<file path="config.mk">
export PLATFORM = sky130hd
export DESIGN_NAME = matvec3_result_packer
export DESIGN_NICKNAME = d
export VERILOG_FILES = /design/src/rtl/matvec3_result_packer.sv
export SDC_FILE = /design/constraint.sdc
export NUM_CORES = 1
export LEC_CHECK = 0
export ABC_CLOCK_PERIOD_IN_PS = 6200
export CORE_ASPECT_RATIO = 1.1
export CORE_MARGIN = 5
export CORE_UTILIZATION = 38
export CTS_CLUSTER_DIAMETER = 200
export DETAILED_ROUTE_END_ITERATION = 8
export MAX_ROUTING_LAYER = met4
export PLACE_DENSITY = 0.7
export REMOVE_ABC_BUFFERS = 1
export SLEW_MARGIN = 0
export SYNTH_ARGS = -nofsm -noshare
export SYNTH_HDL_FRONTEND = slang
export SYNTH_SLANG_ARGS = --single-unit
</file>
<file path="constraint.sdc">
create_clock -name clk -period 6.2 [get_ports clk]
set_input_delay 1.24 -clock clk [delete_from_list [all_inputs] [get_ports clk]]
set_output_delay 1.24 -clock clk [all_outputs]
set_load 0.01 [all_outputs]
</file>
<file path="src/rtl/matvec3_result_packer.sv">
// matvec3_result_packer: groups three saturated elements into a vector with argmax and clip flag, buffered in a FIFO
module matvec3_result_packer #(
  parameter int IN_W  = 28,
  parameter int OUT_W = 16,
  parameter int DEPTH = 2
) (
  input  logic                    clk,
  input  logic                    reset,
  input  logic                    in_valid,
  output logic                    in_ready,
  input  logic signed [IN_W-1:0]  in_data,
  output logic                    out_valid,
  input  logic                    out_ready,
  output logic [3*OUT_W-1:0]      out_data,
  output logic [1:0]              out_argmax,
  output logic                    out_sat
);
  localparam int PW = DEPTH > 1 ? $clog2(DEPTH) : 1;
  localparam int CW = $clog2(DEPTH + 1);
  localparam logic signed [IN_W-1:0] SMAX = {{(IN_W-OUT_W+1){1'b0}}, {(OUT_W-1){1'b1}}};
  localparam logic signed [IN_W-1:0] SMIN = {{(IN_W-OUT_W+1){1'b1}}, {(OUT_W-1){1'b0}}};
  logic [1:0]               r_idx;
  logic signed [OUT_W-1:0]  r_a0, r_a1;
  logic                     r_c0, r_c1;
  logic [3*OUT_W-1:0]       r_data [DEPTH];
  logic [1:0]               r_arg  [DEPTH];
  logic                     r_sat  [DEPTH];
  logic [PW-1:0]            r_wp, r_rp;
  logic [CW-1:0]            r_cnt;
  logic                     w_hi, w_lo, w_clip, w_acc, w_push, w_pop, w_vsat;
  logic signed [OUT_W-1:0]  w_s;
  logic [1:0]               w_am;
  logic [3*OUT_W-1:0]       w_vec;
  // saturation of the incoming element, argmax of the vector being closed, handshakes and head view
  always_comb begin
    w_hi       = in_data > SMAX;
    w_lo       = in_data < SMIN;
    w_clip     = w_hi | w_lo;
    w_s        = w_hi ? SMAX[OUT_W-1:0] : w_lo ? SMIN[OUT_W-1:0] : in_data[OUT_W-1:0];
    w_am       = (r_a1 > r_a0) ? ((w_s > r_a1) ? 2'd2 : 2'd1) : ((w_s > r_a0) ? 2'd2 : 2'd0);
    w_vec      = {w_s, r_a1, r_a0};
    w_vsat     = w_clip | r_c0 | r_c1;
    in_ready   = (r_idx != 2'd2) || (r_cnt < CW'(DEPTH));
    out_valid  = r_cnt != '0;
    w_acc      = in_valid && in_ready;
    w_push     = w_acc && (r_idx == 2'd2);
    w_pop      = out_valid && out_ready;
    out_data   = r_data[r_rp];
    out_argmax = r_arg[r_rp];
    out_sat    = r_sat[r_rp];
  end
  // element position counter and assembly registers for elements 0 and 1
  always_ff @(posedge clk) begin
    if (reset) begin
      r_idx <= '0;
      r_a0  <= '0;
      r_a1  <= '0;
      r_c0  <= 1'b0;
      r_c1  <= 1'b0;
    end else if (w_acc) begin
      r_idx <= (r_idx == 2'd2) ? 2'd0 : r_idx + 2'd1;
      if (r_idx == 2'd0) begin
        r_a0 <= w_s;
        r_c0 <= w_clip;
      end
      if (r_idx == 2'd1) begin
        r_a1 <= w_s;
        r_c1 <= w_clip;
      end
    end
  end
  // in-order vector FIFO; simultaneous push and pop leave the count unchanged
  always_ff @(posedge clk) begin
    if (reset) begin
      r_wp  <= '0;
      r_rp  <= '0;
      r_cnt <= '0;
      for (int i = 0; i < DEPTH; i++) begin
        r_data[i] <= '0;
        r_arg[i]  <= '0;
        r_sat[i]  <= 1'b0;
      end
    end else begin
      if (w_push) begin
        r_data[r_wp] <= w_vec;
        r_arg[r_wp]  <= w_am;
        r_sat[r_wp]  <= w_vsat;
        r_wp         <= (r_wp == PW'(DEPTH - 1)) ? '0 : r_wp + 1'b1;
      end
      if (w_pop)
        r_rp <= (r_rp == PW'(DEPTH - 1)) ? '0 : r_rp + 1'b1;
      r_cnt <= r_cnt + CW'(w_push) - CW'(w_pop);
    end
  end
endmodule

</file>
Word-level counts from Yosys, hierarchy flattened. Memories as Yosys holds them, arrays and structs flattened. A register that Yosys moved wholly into a read port is not among the register bits. Cells that the tools add are included.

Register bits: 40. Memory bits (writable): 102. Output and inout port bits: 53. Logic and storage cells: 67. Memories: 3.

Add/subtract/negate cells: 5. Magnitude comparators: 6. Equality and inequality tests: 3. Multiplexer cells: 28. Bitwise operators: 3. Reduce and logical (&&, ||, !) cells: 11.

Memories: r_data (depth 2, bits a word 48, rd ports 1, clocked after memory_dff 1, wr ports 2, line 25) `logic [3*OUT_W-1:0] r_data [DEPTH];`; r_arg (depth 2, bits a word 2, rd ports 1, clocked after memory_dff 1, wr ports 2, line 26) `logic [1:0] r_arg [DEPTH];`; r_sat (depth 2, bits a word 1, rd ports 1, clocked after memory_dff 1, wr ports 2, line 27) `logic r_sat [DEPTH];`.

Operators by type and width (count): greater-than comparator 16 bit (3); 2-to-1 mux 48 bit (1); OR reduction 48 bit (1); 2-to-1 mux 16 bit (2); greater-than comparator 28 x 16 -> 1 bit, second input constant (1); < comparator 28 x 16 -> 1 bit, second input constant (1); 2-to-1 mux 1 bit (20); 2-to-1 mux 2 bit (5); AND reduction 2 bit (2); logical AND 1 bit (3); OR 1 bit (3); adder 1 bit, second input constant (2); adder 2 x 1 -> 2 bit (1); adder 2 x 1 -> 2 bit, second input constant (1); == test 2 x 1 -> 1 bit, second input constant (1); == test 2 bit, second input constant (1); zero test 2 bit (1); < comparator 2 bit, second input constant (1); != test 2 bit, second input constant (1); nonzero test 2 bit (1); OR reduction 2 bit (1); subtractor 2 x 1 -> 2 bit (1); logical OR 1 bit (1); OR reduction 1 bit (1).

Logic depth before layout (Yosys ltp). Gate-level depths: netlist of the first run.

Word-level depth: 9. Mapped depth: 12. Mapped depth without buffers: 11.

Worst setup path before layout of the first run. No wires, ideal clock.

Path kind: input -> register. Start: input port in_valid. End: memory r_arg[0][0] (enable). Setup time: 0.470 ns. Data arrival time: 3.834 ns. Required time: 5.730 ns. Setup slack: 1.896 ns. Stages: 2. Cells stage by stage: nand4b_2 o21bai_1.

RTL lines: from (decl) (line 9) `input logic in_valid,`; to (decl) (line 26).

==> results.cfg, run 1 <==
[clock_tree]
clock-root-buffer = clkbuf_16
postCtsSetupRepairBufs = 0
cts.clk_slew.worst_paths_ns = 0.06
cts_buffers = 17
cts_tree = done
clkLatencyLatePin_ns = 0.42
cts_num_sinks = 143
htree_levels = 4
cts_buffer_depth = 2
hold_buffers = 0
ctsResizeCount = 0

[pwr]
p_leak_nw = 3.31
ir_worst_vdd_uv = 206
power_density_mw_per_mm2 = 319

[floorplanning]
core_mm2 = 0.0183
die_h_um = 153
start_util = 0.384
dieWidth_um = 140
std_cell_rows = 52
dieArea_mm2 = 0.0213
io_pins = 85

[synthesis]
synth_cell_types = 47
synth.area.top_cells = edfxtp_1 44%, dfxtp_1 12%, nor2_1 9.0%
synth_area_mm2 = 0.00702
yosys.area.top_type = edfxtp_1
synth_flop_cell = edfxtp_1
synth_common_cells = 169 x nor2_1, 102 x edfxtp_1, 51 x a21oi_1, 51 x mux2_2
ys_seq_elements = 143
synthCells = 657
synth.avg_cell_area_um2 = 10.7
synth_edf_count = 102
async_flop_share = 0
yosysSeqAreaShare = 0.553
yosys_warnings = 0
synth.most_common_cell = nor2_1
yosysTopAreaCellShare = 0.436

[sta]
fin_crit_ns = 4.34
drv_slew = 0
relSlewSlack = 0.377
fin_skew_ns = 0.00743
fmax_mhz = 230
rsz0062_at_grt = false
setup_viol = 0
timing.final.ws_setup_ns = 1.86
tns_ns = 0
fin_crit_sh = 0.700
tightest_slew_ns = 0.935
final_hold_viol_count = 0

[route]
routed_wl_um = 15900
drtPass1Iterations = 4
vias = 4970
drt-met1-wl_um = 6920
post_drt_via_cell_ratio = 5.00
top_layer = met4
wl_met2_um = 8100
post_drt_wl_per_cell_um = 16.0
ant_nets = 0
route.met3.wl_um = 644
drc = 0
drt_iter0_markers = 332

[grt]
overflow = 0
antenna_found_initial = 0
grt_pass1_vias = 5057
grt_pass1_wl_um = 25600
grt_usage = 0.156
grt_max_degree = 52

[worst_setup_path]
path_depth = 13
cp_common_cell = o21ai_0
crit_fanout = 17
rr_worst_depth = 5
cpMaxStageDelayCell = o21ai_0
rrSetupSlack_ns = 3.88
path_cells = clkdlybuf4s50_1, nor4_1, a31oi_2, buf_4, o21ai_0, inv_1, ha_1, nand4_1, or3_1, o31ai_1, o21ai_0, a21bo_2, nor2_1
cpLargestDelayFamily = compound AO/OA/AOI/OAI gates
cp_data_required_time_ns = 6.48
startpoint_type = input pin
max_stage_delay_ns = 0.47
crit_buf_inv = 3
path_class = in -> reg
arrival_ns = 4.62
endpoint_kind = register

[finish]
area_delta_synth_final_pct = 24.7
nets = 820
n_antenna_cell = 0
n_fill_cell = 1635
final_cells = 994
drive_gt1_frac = 0.133
post-route-util = 0.479

[place]
hpwl_um = 10700
pre_cts_slack_ns = 1.47
place_congestion = 0.876
numPortBuffers = 84
post-place-cells = 962

[hold_path]
hp-class = reg -> reg
holdPathStages = 2

[run_status]
outcome = completed

[run]
maxCapViolCount = 0
## worst paths after layout
check / start / to
worst max-delay path: in_data[19] / r_arg[0][0]
worst min register to register: r_a0[15] / r_a0[15]
worst min-delay path: r_a0[15] / r_a0[15]
worst max register to register: r_idx[0] / r_data[1][8]
## logic make-up after synthesis
logic type,Yosys count,synth area share
flops,143,0.553
mux,52,0.0832
compound gates,96,0.0804
xor+xnor,4,0.00499
simple gates,230,0.144
fa+ha+maj,50,0.0891
buf+inv,82,0.0454
## placed cells by master, fill, tap and decap left out, types with 2 or more instances in the layout
cell	Yosys	final
nor2_1	169	169
xnor2_1	3	3
clkinv_2	0	3
and2_1	3	3
clkdlybuf4s50_1	0	84
nand2_1	10	10
ha_1	50	50
o22ai_1	2	2
inv_1	50	50
and3_1	4	4
or2_2	2	2
clkbuf_16	0	17
o211ai_1	5	5
nand3b_1	2	2
o21a_1	6	6
clkinv_1	0	4
bufinv_16	0	5
a21oi_1	51	51
mux2_2	51	51
buf_4	2	10
o21ai_0	8	8
o21ai_1	9	9
nand3_1	3	3
dfxtp_1	41	40
nor2b_1	5	5
nand2b_1	3	2
nor4_1	6	6
edfxtp_1	102	102
a211oi_1	4	4
nand4_1	13	13
or3_1	4	4
## through the flow
step           hold WS [ns]  area (um2)  power (mW)
2_1_floorplan         0.430        6890        1.46
3_3_place_gp          0.443        8130        1.73
3_5_place_dp          0.448        8130        1.74
4_1_cts               0.465        8760        2.81
5_1_grt               0.491        8760        2.91
6_report              0.458        8760        2.79
## power by group
group          internal [mW]  switching [mW]
Combinational          0.322           0.295
Sequential              1.07          0.0194
Clock                  0.705           0.379
Total                   2.10           0.694
## flip-flops by register name (all words and copies together) (netlist names), named ones only
name,flops
r_c0,1
r_data,96
r_sat,2
r_idx,2
r_a1,16
r_wp,1
r_arg,4
r_rp,1
r_c1,1
r_cnt,2
r_a0,16
## cell type report
| type | instances | area (um2) | share of cell area |
|---|---|---|---|
| Timing Repair Buffer | 94 | 916 | 0.105 |
| Clock buffer | 18 | 429 | 0.0490 |
| Sequential cell | 143 | 3880 | 0.444 |
| Inverter | 50 | 188 | 0.0214 |
| Multi-Input combinational cell | 432 | 2840 | 0.324 |
| Clock inverter | 14 | 196 | 0.0224 |
| Tap cell | 243 | 304 | 0.0347 |
## worst register-to-register path: stages, from the launching register on
cell and delay (ns):
dfxtp_1 0.35, nand4b_2 0.34, nor2_1 0.22, nand2_1 0.12, nand2b_2 0.42, buf_4 0.51
## per-layer routing
layer / track usage / vias up
li1: - / 2458
met1: 0.185 / 2376
met2: 0.264 / 115
met3: 0.0311 / 21
met4: 0.0586 / 0
met5: - / -
Note: power is estimated with default switching activity, not from simulation.
==> inputs of run 2 (changes only) <==
ABC_CLOCK_PERIOD_IN_PS = 3800   (was 6200)
PLACE_DENSITY = 0.72   (was 0.7)
clock period = 3.8 ns   (was 6.2 ns; I/O delays follow)
==> run 2 against run 1 <==
Against the previous run: hold slack got worse by 0.0057 ns; final cell count is 2.4% higher; clock skew decreased by 0.0012 ns; largest cell class unchanged; largest power group unchanged.
==> results.cfg, run 2 (synthesis gave the netlist of run 1 again) <==
[clock_tree]
htree_levels = 4
clkLatencyLatePin_ns = 0.43
cts.clk_slew.worst_paths_ns = 0.05
cts_buffers = 17
cts_buffer_depth = 2
postCtsSetupRepairBufs = 0
ctsResizeCount = 0
hold_buffers = 0
cts_tree = done
clock-root-buffer = clkbuf_16
cts_num_sinks = 143

[route]
drc = 0
post_drt_wl_per_cell_um = 15.5
post_drt_via_cell_ratio = 5.01
routed_wl_um = 15800
ant_nets = 0
drtPass1Iterations = 5
vias = 5102
drt_iter0_markers = 268

[place]
post-place-cells = 986
numPortBuffers = 84
place_congestion = 0.889
hpwl_um = 11100

[hold_path]
holdPathStages = 2
min_to = r_a0[15]
hp-start = r_a0[15]
hp-class = reg -> reg

[grt]
grt_usage = 0.158
overflow = 0
antenna_found_initial = 0
grt_pass1_vias = 5264
grt_max_degree = 50
grt_pass1_wl_um = 26200

[worst_setup_path]
r2r_start = r_a0[11]
cp_data_required_time_ns = 3.95
startpoint_type = input pin
rr_worst_depth = 8
endpoint_kind = register
path_class = in -> reg
arrival_ns = 3.64
crit_fanout = 17
rrSetupSlack_ns = 1.56
regToRegEndpoint = r_arg[1][1]

[floorplanning]
core_mm2 = 0.0183
io_pins = 85
die_h_um = 153
dieWidth_um = 140
start_util = 0.384
std_cell_rows = 52
dieArea_mm2 = 0.0213

[pwr]
power_density_mw_per_mm2 = 501
p_leak_nw = 3.42
ir_worst_vdd_uv = 257

[sta]
fmax_mhz = 286
tightest_slew_ns = 0.735
timing.hold.ws_ns = 0.452
drv_slew = 0
final_hold_viol_count = 0
fin_crit_ns = 3.50
relSlewSlack = 0.510
fin_skew_ns = 0.00620
setup_viol = 0
tns_ns = 0
fin_crit_sh = 0.920
rsz0062_at_grt = false

[finish]
regMostFlops = r_data
area_delta_synth_final_pct = 27.3
final_common_cell = nor2_1
reg_top3 = r_data (96), r_a0 (16), r_a1 (16)
drive_gt1_frac = 0.160
n_antenna_cell = 0
nets = 844
final_cells = 1018
largest_reg_flops = 96
mostFrequentLayoutCells = 169 x nor2_1, 102 x edfxtp_1, 84 x clkdlybuf4s50_1, 51 x mux2_2, 51 x a21oi_1

[run]
maxCapViolCount = 0

[run_status]
outcome = completed
[run 2: cell types whose count changed in the layout (fill, tap and decap cells not counted), moves of 2 or more]
cell and change:
clkbuf_1 +4, bufinv_16 -3, buf_4 +21, clkbuf_8 +5, clkinv_1 -4, buf_12 +3
clkinv_2 -2
[run 2: layout make-up]
cell class                 count  area (um2)
timing repair buffer         118        1130
clock buffer                  27         513
sequential                   143        3880
multi-input combinational    432        2840
tap                          243         304
clock inverter                 5        78.8
inverter                      50         188
fill                        1621        9340
[run 2: where the power goes]
group          switching (mW)  leakage (nW)  internal, mW  total (mW)
sequential             0.0708          1.39          1.75        1.82
combinational           0.451          1.74         0.557        1.01
clock                   0.598         0.288          1.05        1.65
total                    1.12          3.42          3.36        4.48
[run 2: critical path, cell delays in order]
cell and delay (ns):
clkdlybuf4s50_1 0.42, nor4_1 0.37, a31oi_2 0.17, buf_12 0.19
o21ai_0 0.21, inv_1 0.10, ha_1 0.30, nand4_1 0.11
or3_1 0.43, o31ai_1 0.24, o21ai_0 0.15, nand3_1 0.12
a21oi_1 0.07
[run 2: worst max-delay path by stage]
stage	depth (start not counted)	startpoint	end
2_1_floorplan	2	in_valid	r_arg[0][0]
3_3_place_gp	13	in_data[24]	r_arg[1][1]
3_5_place_dp	13	in_data[22]	r_arg[1][1]
4_1_cts	13	in_data[22]	r_arg[1][1]
5_1_grt	13	in_data[22]	r_arg[0][0]
6_report	13	in_data[22]	r_arg[1][1]
[run 2: per-layer routing]
metal / part of all wire / wire length (um) / vias to the layer above / GRT usage
met5: 0 / 0 / - / -
met4: 0.024 / 372 / 0 / 0.0605
met3: 0.049 / 769 / 28 / 0.0364
met2: 0.50 / 7960 / 132 / 0.270
met1: 0.42 / 6710 / 2427 / 0.179
li1: - / - / 2515 / -
[run 2: per-stage QoR]
step	instance area [um2]	total power, mW	utilization	setup WS (ns)
finish	8940	4.48	0.489	0.303
global route	8940	4.67	0.489	0.0403
CTS	8940	4.52	0.489	0.287
detailed placement	8350	2.87	0.457	-0.147
global placement	8350	2.86	0.457	-0.0618
floorplan	6890	2.39	-	-0.0243
